**src/rtl/control_sequencer_if.sv**
```systemverilog
// rtl/control_sequencer_if.sv - instruction, ALU-control and memory-request bundle of control_sequencer
// ILLEGAL exists only when ILLEGAL_OP_TRAP_EN is defined.
interface control_sequencer_if #(
    parameter int REG_ADDR_W = 3
);
    logic [31:0]           INSTRUCTION;
    logic                  INSTR_VALID;
    logic                  INSTR_READY;
    logic                  ZERO;
    logic                  MEM_BUSYWAIT;
    logic [2:0]            ALU_OP;
    logic                  NEG_SEL;
    logic                  IMM_SEL;
    logic [7:0]            IMM;
    logic [REG_ADDR_W-1:0] READREG1;
    logic [REG_ADDR_W-1:0] READREG2;
    logic [REG_ADDR_W-1:0] WRITEREG;
    logic                  WRITEENABLE;
    logic                  MEM_READ;
    logic                  MEM_WRITE;
    logic [7:0]            OFFSET;
    logic                  PC_EN;
    logic                  PC_BRANCH;
`ifdef ILLEGAL_OP_TRAP_EN
    logic                  ILLEGAL;
`endif

    modport master (
        output INSTRUCTION, INSTR_VALID, ZERO, MEM_BUSYWAIT,
        input  INSTR_READY, ALU_OP, NEG_SEL, IMM_SEL, IMM, READREG1, READREG2,
        input  WRITEREG, WRITEENABLE, MEM_READ, MEM_WRITE, OFFSET, PC_EN, PC_BRANCH
`ifdef ILLEGAL_OP_TRAP_EN
        , input ILLEGAL
`endif
    );

    modport slave (
        input  INSTRUCTION, INSTR_VALID, ZERO, MEM_BUSYWAIT,
        output INSTR_READY, ALU_OP, NEG_SEL, IMM_SEL, IMM, READREG1, READREG2,
        output WRITEREG, WRITEENABLE, MEM_READ, MEM_WRITE, OFFSET, PC_EN, PC_BRANCH
`ifdef ILLEGAL_OP_TRAP_EN
        , output ILLEGAL
`endif
    );
endinterface

```
**src/rtl/control_sequencer.sv**
```systemverilog
// rtl/control_sequencer.sv - multi-cycle decode/execute/memory/retire sequencer feeding the ALU
// Optional ILLEGAL_OP_TRAP_EN: illegal opcodes lock the sequencer in TRAP until reset.
module control_sequencer #(
    parameter int OPCODE_W   = 8,
    parameter int REG_ADDR_W = 3
) (
    input logic                CLK,
    input logic                RESET,
    control_sequencer_if.slave bus
);
    localparam logic [OPCODE_W-1:0] OP_LOADI = OPCODE_W'(0);
    localparam logic [OPCODE_W-1:0] OP_MOV   = OPCODE_W'(1);
    localparam logic [OPCODE_W-1:0] OP_ADD   = OPCODE_W'(2);
    localparam logic [OPCODE_W-1:0] OP_SUB   = OPCODE_W'(3);
    localparam logic [OPCODE_W-1:0] OP_AND   = OPCODE_W'(4);
    localparam logic [OPCODE_W-1:0] OP_OR    = OPCODE_W'(5);
    localparam logic [OPCODE_W-1:0] OP_J     = OPCODE_W'(6);
    localparam logic [OPCODE_W-1:0] OP_BEQ   = OPCODE_W'(7);
    localparam logic [OPCODE_W-1:0] OP_LWD   = OPCODE_W'(8);
    localparam logic [OPCODE_W-1:0] OP_LWI   = OPCODE_W'(9);
    localparam logic [OPCODE_W-1:0] OP_SWD   = OPCODE_W'(10);
    localparam logic [OPCODE_W-1:0] OP_SWI   = OPCODE_W'(11);

    typedef enum logic [2:0] {
        S_IDLE   = 3'd0,
        S_DECODE = 3'd1,
        S_EXEC   = 3'd2,
        S_MEM    = 3'd3,
        S_RETIRE = 3'd4
`ifdef ILLEGAL_OP_TRAP_EN
        , S_TRAP = 3'd5
`endif
    } state_t;

    state_t state, state_nxt;

    logic [31:0]           instr_q;
    logic [OPCODE_W-1:0]   opcode;
    logic [2:0]            alu_op_q;
    logic                  neg_q, imm_sel_q, we_q, rd_q, wr_q, jump_q, beq_q, mem_q, taken_q;
    logic [7:0]            imm_q, offset_q;
    logic [REG_ADDR_W-1:0] rr1_q, rr2_q, wreg_q;

    logic [2:0] d_alu_op;
    logic       d_neg, d_imm_sel, d_we, d_rd, d_wr, d_jump, d_beq, d_illegal;

    assign opcode = instr_q[31 -: OPCODE_W];

    always_comb begin
        d_alu_op  = 3'b000;
        d_neg     = 1'b0;
        d_imm_sel = 1'b0;
        d_we      = 1'b0;
        d_rd      = 1'b0;
        d_wr      = 1'b0;
        d_jump    = 1'b0;
        d_beq     = 1'b0;
        d_illegal = 1'b0;
        case (opcode)
            OP_LOADI: begin d_imm_sel = 1'b1; d_we = 1'b1; end
            OP_MOV:   d_we = 1'b1;
            OP_ADD:   begin d_alu_op = 3'b001; d_we = 1'b1; end
            OP_SUB:   begin d_alu_op = 3'b001; d_neg = 1'b1; d_we = 1'b1; end
            OP_AND:   begin d_alu_op = 3'b010; d_we = 1'b1; end
            OP_OR:    begin d_alu_op = 3'b011; d_we = 1'b1; end
            OP_J:     begin d_alu_op = 3'b100; d_jump = 1'b1; end
            OP_BEQ:   begin d_alu_op = 3'b101; d_neg = 1'b1; d_beq = 1'b1; end
            OP_LWD:   begin d_rd = 1'b1; d_we = 1'b1; end
            OP_LWI:   begin d_rd = 1'b1; d_we = 1'b1; d_imm_sel = 1'b1; end
            OP_SWD:   d_wr = 1'b1;
            OP_SWI:   begin d_wr = 1'b1; d_imm_sel = 1'b1; end
            default:  d_illegal = 1'b1;
        endcase
    end

    always_ff @(posedge CLK or negedge RESET) begin
        if (!RESET) begin
            state <= S_IDLE;
        end else begin
            state <= state_nxt;
        end
    end

    always_comb begin
        state_nxt = state;
        case (state)
            S_IDLE:   if (bus.INSTR_VALID) state_nxt = S_DECODE;
`ifdef ILLEGAL_OP_TRAP_EN
            S_DECODE: state_nxt = d_illegal ? S_TRAP : S_EXEC;
            S_TRAP:   state_nxt = S_TRAP;
`else
            S_DECODE: state_nxt = S_EXEC;
`endif
            S_EXEC:   state_nxt = mem_q ? S_MEM : S_RETIRE;
            S_MEM:    if (!bus.MEM_BUSYWAIT) state_nxt = S_RETIRE;
            S_RETIRE: state_nxt = S_IDLE;
            default:  state_nxt = S_IDLE;
        endcase
    end

    always_ff @(posedge CLK or negedge RESET) begin
        if (!RESET) begin
            instr_q <= '0;
        end else if (state == S_IDLE && bus.INSTR_VALID) begin
            instr_q <= bus.INSTRUCTION;
        end
    end

    // Controls load at the end of DECODE, hold through RETIRE and clear on the way back to IDLE.
    always_ff @(posedge CLK or negedge RESET) begin
        if (!RESET) begin
            alu_op_q  <= '0;
            neg_q     <= 1'b0;
            imm_sel_q <= 1'b0;
            imm_q     <= '0;
            rr1_q     <= '0;
            rr2_q     <= '0;
            wreg_q    <= '0;
            offset_q  <= '0;
            we_q      <= 1'b0;
            rd_q      <= 1'b0;
            wr_q      <= 1'b0;
            jump_q    <= 1'b0;
            beq_q     <= 1'b0;
            mem_q     <= 1'b0;
            taken_q   <= 1'b0;
        end else if (state == S_DECODE) begin
            alu_op_q  <= d_alu_op;
            neg_q     <= d_neg;
            imm_sel_q <= d_imm_sel;
            imm_q     <= instr_q[7:0];
            rr1_q     <= instr_q[8 +: REG_ADDR_W];
            rr2_q     <= instr_q[0 +: REG_ADDR_W];
            wreg_q    <= instr_q[16 +: REG_ADDR_W];
            offset_q  <= instr_q[23:16];
            we_q      <= d_we;
            rd_q      <= d_rd;
            wr_q      <= d_wr;
            jump_q    <= d_jump;
            beq_q     <= d_beq;
            mem_q     <= d_rd | d_wr;
            taken_q   <= 1'b0;
        end else if (state == S_EXEC) begin
            if (beq_q) taken_q <= bus.ZERO;
        end else if (state == S_RETIRE) begin
            alu_op_q  <= '0;
            neg_q     <= 1'b0;
            imm_sel_q <= 1'b0;
            imm_q     <= '0;
            rr1_q     <= '0;
            rr2_q     <= '0;
            wreg_q    <= '0;
            offset_q  <= '0;
            we_q      <= 1'b0;
            rd_q      <= 1'b0;
            wr_q      <= 1'b0;
            jump_q    <= 1'b0;
            beq_q     <= 1'b0;
            mem_q     <= 1'b0;
            taken_q   <= 1'b0;
        end
    end

    always_comb begin
        bus.INSTR_READY = (state == S_IDLE) && RESET;
        bus.ALU_OP      = alu_op_q;
        bus.NEG_SEL     = neg_q;
        bus.IMM_SEL     = imm_sel_q;
        bus.IMM         = imm_q;
        bus.READREG1    = rr1_q;
        bus.READREG2    = rr2_q;
        bus.WRITEREG    = wreg_q;
        bus.OFFSET      = offset_q;
        bus.MEM_READ    = (state == S_MEM) && rd_q;
        bus.MEM_WRITE   = (state == S_MEM) && wr_q;
        bus.WRITEENABLE = (state == S_RETIRE) && we_q;
        bus.PC_BRANCH   = (state == S_RETIRE) && (jump_q || taken_q);
        bus.PC_EN       = (state == S_RETIRE) && !(jump_q || taken_q);
`ifdef ILLEGAL_OP_TRAP_EN
        bus.ILLEGAL     = (state == S_TRAP);
`endif
    end

    // Opcode bits beyond the decoded set and register-field MSBs are intentionally not used.
    logic unused_bits;
    assign unused_bits = ^{instr_q[31:24], instr_q[15:8], d_illegal};

endmodule

```
**src/flat_wrapper.sv**
```systemverilog
// flat-port wrapper written by rule: the top's interface ports become plain ports
module control_sequencer_flat 
#(
    parameter int OPCODE_W   = 8,
    parameter int REG_ADDR_W = 3
)
  (CLK, RESET, bus_INSTRUCTION, bus_INSTR_VALID, bus_ZERO, bus_MEM_BUSYWAIT, bus_INSTR_READY, bus_ALU_OP, bus_NEG_SEL, bus_IMM_SEL, bus_IMM, bus_READREG1, bus_READREG2, bus_WRITEREG, bus_WRITEENABLE, bus_MEM_READ, bus_MEM_WRITE, bus_OFFSET, bus_PC_EN, bus_PC_BRANCH);
  control_sequencer_if #(.REG_ADDR_W(REG_ADDR_W)) bus_i ();
  input logic CLK;
  input logic RESET;
  input wire logic [$bits(bus_i.INSTRUCTION)-1:0] bus_INSTRUCTION;
  input wire logic [$bits(bus_i.INSTR_VALID)-1:0] bus_INSTR_VALID;
  input wire logic [$bits(bus_i.ZERO)-1:0] bus_ZERO;
  input wire logic [$bits(bus_i.MEM_BUSYWAIT)-1:0] bus_MEM_BUSYWAIT;
  output wire logic [$bits(bus_i.INSTR_READY)-1:0] bus_INSTR_READY;
  output wire logic [$bits(bus_i.ALU_OP)-1:0] bus_ALU_OP;
  output wire logic [$bits(bus_i.NEG_SEL)-1:0] bus_NEG_SEL;
  output wire logic [$bits(bus_i.IMM_SEL)-1:0] bus_IMM_SEL;
  output wire logic [$bits(bus_i.IMM)-1:0] bus_IMM;
  output wire logic [$bits(bus_i.READREG1)-1:0] bus_READREG1;
  output wire logic [$bits(bus_i.READREG2)-1:0] bus_READREG2;
  output wire logic [$bits(bus_i.WRITEREG)-1:0] bus_WRITEREG;
  output wire logic [$bits(bus_i.WRITEENABLE)-1:0] bus_WRITEENABLE;
  output wire logic [$bits(bus_i.MEM_READ)-1:0] bus_MEM_READ;
  output wire logic [$bits(bus_i.MEM_WRITE)-1:0] bus_MEM_WRITE;
  output wire logic [$bits(bus_i.OFFSET)-1:0] bus_OFFSET;
  output wire logic [$bits(bus_i.PC_EN)-1:0] bus_PC_EN;
  output wire logic [$bits(bus_i.PC_BRANCH)-1:0] bus_PC_BRANCH;
  assign bus_i.INSTRUCTION = bus_INSTRUCTION;
  assign bus_i.INSTR_VALID = bus_INSTR_VALID;
  assign bus_i.ZERO = bus_ZERO;
  assign bus_i.MEM_BUSYWAIT = bus_MEM_BUSYWAIT;
  assign bus_INSTR_READY = bus_i.INSTR_READY;
  assign bus_ALU_OP = bus_i.ALU_OP;
  assign bus_NEG_SEL = bus_i.NEG_SEL;
  assign bus_IMM_SEL = bus_i.IMM_SEL;
  assign bus_IMM = bus_i.IMM;
  assign bus_READREG1 = bus_i.READREG1;
  assign bus_READREG2 = bus_i.READREG2;
  assign bus_WRITEREG = bus_i.WRITEREG;
  assign bus_WRITEENABLE = bus_i.WRITEENABLE;
  assign bus_MEM_READ = bus_i.MEM_READ;
  assign bus_MEM_WRITE = bus_i.MEM_WRITE;
  assign bus_OFFSET = bus_i.OFFSET;
  assign bus_PC_EN = bus_i.PC_EN;
  assign bus_PC_BRANCH = bus_i.PC_BRANCH;
  control_sequencer #(.OPCODE_W(OPCODE_W), .REG_ADDR_W(REG_ADDR_W)) u_core (.CLK(CLK), .RESET(RESET), .bus(bus_i));
endmodule
```
**config.mk**
```make
export PLATFORM = sky130hd
export DESIGN_NAME = control_sequencer_flat
export DESIGN_NICKNAME = d
export VERILOG_FILES = /design/src/rtl/control_sequencer_if.sv /design/src/rtl/control_sequencer.sv /design/src/flat_wrapper.sv
export SDC_FILE = /design/constraint.sdc
export NUM_CORES = 1
export LEC_CHECK = 0
export ABC_CLOCK_PERIOD_IN_PS = 1600
export BUFFER_PORTS_ARGS = -buffer_cell sky130_fd_sc_hd__buf_2
export CAP_MARGIN = 15
export CORE_UTILIZATION = 40
export DETAILED_ROUTE_END_ITERATION = 8
export SLEW_MARGIN = 20
export SYNTH_ARGS = -nofsm -noshare
export SYNTH_HDL_FRONTEND = slang
export SYNTH_SLANG_ARGS = --single-unit
export TNS_END_PERCENT = 50
```
**constraint.sdc**
```tcl
create_clock -name CLK -period 1.6 [get_ports CLK]
set_clock_uncertainty 0.05 [all_clocks]
set_input_delay 0.32 -clock CLK [delete_from_list [all_inputs] [get_ports CLK]]
set_output_delay 0.32 -clock CLK [all_outputs]
set_load 0.05 [all_outputs]
```
# Word level (Yosys, flattened, before mapping)
# Cells that the tools add are included.
# Widths: inputs -> output; s select.
# word_totals
register_bits	72
output_inout_bits	36
# op_classes
eq_ne	19
muxes	35
n_bitwise	1
reduce_logical	22
# op_table
operator	count
$eq 8x3->1 const B	4
$eq 8x4->1 const B	4
$mux 8	4
$mux 3	9
$mux 1	20
$eq 8x2->1 const B	2
$pmux 3 s5	1
$pmux 3 s4	1
$eq 8x1->1 const B	1
$logic_not 8->1	1
$reduce_or 2->1	4
$reduce_or 8->1	1
$logic_and 1x1->1	7
$eq 3x2->1 const B	2
$reduce_and 2->1	3
$ne 2x2->1 const B	2
$eq 3x1->1 const B	1
$eq 3x3->1 const B	1
$logic_not 3->1	1
$ne 3x1->1 const B	1
$reduce_bool 3->1	1
$reduce_or 3->1	1
$ne 2x1->1 const B	1
$reduce_bool 2->1	1
3 further kinds	3

# Longest topological paths before layout
# depth
ltp_word	5
depth_mapped	5
mapped_depth_nobuf	3

# Worst setup path before layout
# OpenSTA, ideal clock, no wires.
# synth_path
path_type	register to output
from	register u_core.state[1]
to	output bus_INSTR_READY
arrival_time_ps	2251
path_slack_ps	-1021
stages_incl_launch_ff	3
path_cell_list	dfrtp_1 > buf_2 > nor4b_1
# synth_via
elab_chain_len	2
# synth_rtl
element	line_no	source
start: declaration	control_sequencer.sv:35	state_t state, state_nxt;
start signal: assignment	control_sequencer.sv:80	state <= state_nxt;
$logic_not 3->1	control_sequencer.sv:165	bus.INSTR_READY = (state == S_IDLE) && RESET;
$logic_and 1x1->1	control_sequencer.sv:165	
end: declaration	flat_wrapper.sv:15	output wire logic [$bits(bus_i.INSTR_READY)-1:0] bus_INSTR_READY;
# Every way passes these cells.

# Final worst setup path
# layout_path
from	register u_core.state[2]
to	output bus_MEM_READ
# layout_via
elab_chain_len	2
# layout_rtl
element	line_no	source
$eq 3x2->1	control_sequencer.sv:174	bus.MEM_READ = (state == S_MEM) && rd_q;
$logic_and 1x1->1	control_sequencer.sv:174	
end: declaration	flat_wrapper.sv:24	output wire logic [$bits(bus_i.MEM_READ)-1:0] bus_MEM_READ;
# Every way passes these cells.

==> results.md <==
- WL met1: 2770 um
- Number of diodes: 0
- Syn Area/Cell: 13.8 um^2
- Vias in the first global route: 1869
- Mapped cell area: 2540 um^2
- Metal3 WL: 281 um
- FP Rows: 28
- Starting density of the core: 42.2%
- Port Buffer Count: 67
- Die Wd: 81.8 um
- Clk_lat worst skew: 0.34 ns
- VDD IR max: 1.21 mV
- Post-DRT Antenna Nets: 0
- Slew at the pin closest to its max-slew limit: 0.763 ns
- Hold Crit Class: input port to async pin
- Crit path cell chain: buf_12 -> nor2b_4 -> and3_4 -> buf_8
- Initial antenna violation count: 0
- First-pass GRT wire length: 9210 um
- Leakage: 1.83 nW
- Final setup margin: -0.159 ns
- # H-tree levels: 3
- Max-Cap Viols: 0
- Placed cell areas: 2980 um^2
- Final WL: 6110 um
- Drt initial violations: 95
- Per-cell routed wire length: 17.2 um
- Area delta synth->final: 42.7%
- Worst path max stage delay: 0.45 ns
- Failing checks: setup timing
- Worst slew margin: 49.1%
- CTS Buf Count: 9
- Max stage delay cell, worst path: dfrtp_2
- Worst EP arrival: 1.39 ns
- Seq/Total Area, Yosys: 60.0%
- Hold violation total from the final report: 0
- Top Layer Used: met4
- CP Capture Type: output pin
- Syn Nets: 222
- Layout cells sized above 1: 55.9%
- CP startpoint kind: flip-flop
- RSZ-0062 raised after global routing: true
- Dpl hpwl: 3350 um
- Nets: 313
- Status: complete, but fails checks
- Filler cell count: 510
- Fin crit share: 110%
- Pwr dens: 2420 nW/um^2
- Largest net degree at the start of global routing: 62
- Non-Filler Cell Area, Final: 3630 um^2
- #FFs+latches synth: 61
- Max-slew violations: 0
- Critical path class: flip-flop to output pin
- # hold bufs at CTS: 0
- Worst-path maximum fanout: 4
- Via count: 1833
- Total GRT Usage: 19.3%
- Worst-case clock buffer depth: 2
- Io pins: 73
- TritonRoute pass-1 iters: 4
- Synth unique cells: 35
- Ys Warns: 0
- Post-synthesis cell count: 185
- Area of the multi-input gates: 1010 um^2
- Die area: 6690 um^2
- Clock tree root buffer cell: clkbuf_8
- Clock Sinks: 61
- Total core area: 6030 um^2
- Vias per cell: 5.15
- DR DRC count: 0
- CTS clk-pin slew, worst paths: 0.07 ns
- CTS tree: built
- Register area: 1530 um^2
- Routability cong.: 0.743
- WP data required: 1.23 ns
- Register-to-Register Path Depth: 7
- Setup-violating endpoint count in the final report: 58
- Total power: 0.00879 W
- Final min period: 1.76 ns
- F_max: 568 MHz
- Total congestion overflow: 0
- Met2 wire len: 2990 um
- Die H: 81.8 um
[Yosys cell counts (all sizes together)]
| cell | n | area share (%) |
|---|---|---|
| nor4b | 2 | 1.3 |
| and2b | 2 | 0.69 |
| o21ai | 5 | 0.98 |
| nor2 | 7 | 1.0 |
| a21oi | 1 | 0.20 |
| a211o | 1 | 0.39 |
| dfrtp | 61 | 60 |
| a21bo | 1 | 0.39 |
| inv | 3 | 0.44 |
| a21o | 2 | 0.59 |
| a32o | 6 | 2.4 |
| o2bb2ai | 2 | 0.69 |
| a22o | 21 | 7.2 |
| nor3b | 2 | 0.79 |
| nor4 | 1 | 0.25 |
| nand2 | 6 | 0.88 |
| and3 | 3 | 0.79 |
| mux2i | 2 | 0.79 |
| nor2b | 2 | 0.49 |
| nand3 | 3 | 0.59 |
| nor3 | 4 | 0.79 |
| o21bai | 1 | 0.74 |
| clkbuf | 1 | 0.20 |
| o21a | 1 | 0.30 |
| mux2 | 25 | 11 |
| nand4 | 1 | 0.25 |
| and2 | 1 | 0.25 |
| buf | 18 | 5.6 |
[metrics by stage]
stage | setup TNS, ns | hold WS (ns) | utilization (%) | cells | worst slack [ns]
final | -4.50 | 0.111 | 60.3 | 356 | -0.159
after global routing | -8.11 | 0.144 | 60.3 | 356 | -0.248
after CTS | -4.17 | 0.131 | 58.5 | 351 | -0.198
after detailed placement | -1.02 | 0.421 | 49.5 | 321 | -0.0513
after global placement | -0.951 | 0.413 | 49.5 | 321 | -0.0420
after floorplan | -0.0923 | -0.0256 | - | 185 | -0.0735
[state kept, by name, indices dropped and copies added, names as in the netlist]
register	flops
u_core.beq_q	1
u_core.bus.ALU_OP	3
u_core.bus.IMM	6
u_core.bus.IMM_SEL	1
u_core.bus.NEG_SEL	1
u_core.bus.OFFSET	6
u_core.bus.READREG1	3
u_core.bus.READREG2	2
u_core.bus.WRITEREG	2
u_core.instr_q	27
u_core.jump_q	1
u_core.mem_q	1
u_core.rd_q	1
u_core.state	3
u_core.taken_q	1
u_core.we_q	1
u_core.wr_q	1
[path summary, 6_finish.rpt]
path / to / slack [ns] / startpoint
min: u_core.bus.ALU_OP[2] / 0.11 / RESET
max in group asynchronous: u_core.state[2] / 0.85 / RESET
min reg2reg: u_core.bus.ALU_OP[2] / 0.43 / u_core.bus.ALU_OP[2]
max reg2reg: u_core.bus.READREG2[1] / -0.11 / u_core.state[0]
max: bus_MEM_READ / -0.16 / u_core.state[2]
min in group CLK: u_core.instr_q[24] / 0.15 / bus_INSTRUCTION[24]
[cells by family after synthesis]
group,Yosys count,share of synthesized area (%)
AOI/OAI and AO/OA,41,13.9
buffers and inverters,22,6.24
DFF,61,60.0
muxes,27,11.8
and+or+nand+nor,34,8.06
[cell usage in the layout (no fill, tap or decap), drive strengths merged]
cell type,Yosys,final
buf,18,96
dfrtp,61,61
mux2,25,25
a22o,21,21
clkbuf,1,15
nor2,7,7
a32o,6,6
nand2,6,6
o21ai,5,5
nor3,4,4
nand3,3,3
inv,3,3
and3,3,3
nor4b,2,2
a21o,2,2
mux2i,2,2
o2bb2ai,2,2
clkinv,0,2
nor2b,2,2
and2b,2,2
nor3b,2,2
o21bai,1,1
a211o,1,1
nor4,1,1
and2,1,1
nand4,1,1
a21bo,1,1
a21oi,1,1
o21a,1,1
clkinvlp,0,1
bufinv,0,1
[worst max-delay path: cells and delay by family, from the launching register on]
family	cells	cell delay, ns
DFF	1	0.45
and+or+nand+nor	2	0.32
buffers and inverters	2	0.28
[layout make-up]
class	instances	share of cell area, %
clock buffer	12	4.00
clock inverter	4	1.31
inverter	3	0.310
multi-input combinational	102	27.9
sequential	61	42.1
tap	75	2.58
timing repair buffer	99	21.7
[power by group]
part	switching [W]	leakage [nW]	internal, W
clock network	0.000583	0.0964	0.000757
logic	0.00248	0.971	0.00233
registers	0.000459	0.763	0.00218
total	0.00352	1.83	0.00527
[per-layer routing]
| metal | vias to the layer above | GRT usage (%) |
|---|---|---|
| met3 | 7 | 7.00 |
| met1 | 929 | 25.2 |
| met2 | 45 | 28.8 |
| met5 | - | 0 |
| li1 | 852 | - |
| met4 | 0 | 8.42 |
[repair_timing]
item,4_1_cts,5_1_grt
gates cloned,2,4
pin swaps,31,4
endpoints found under the setup margin,30,63
resized for setup,57,8
buffers inserted,12,1
(Power assumes the default switching activity.)
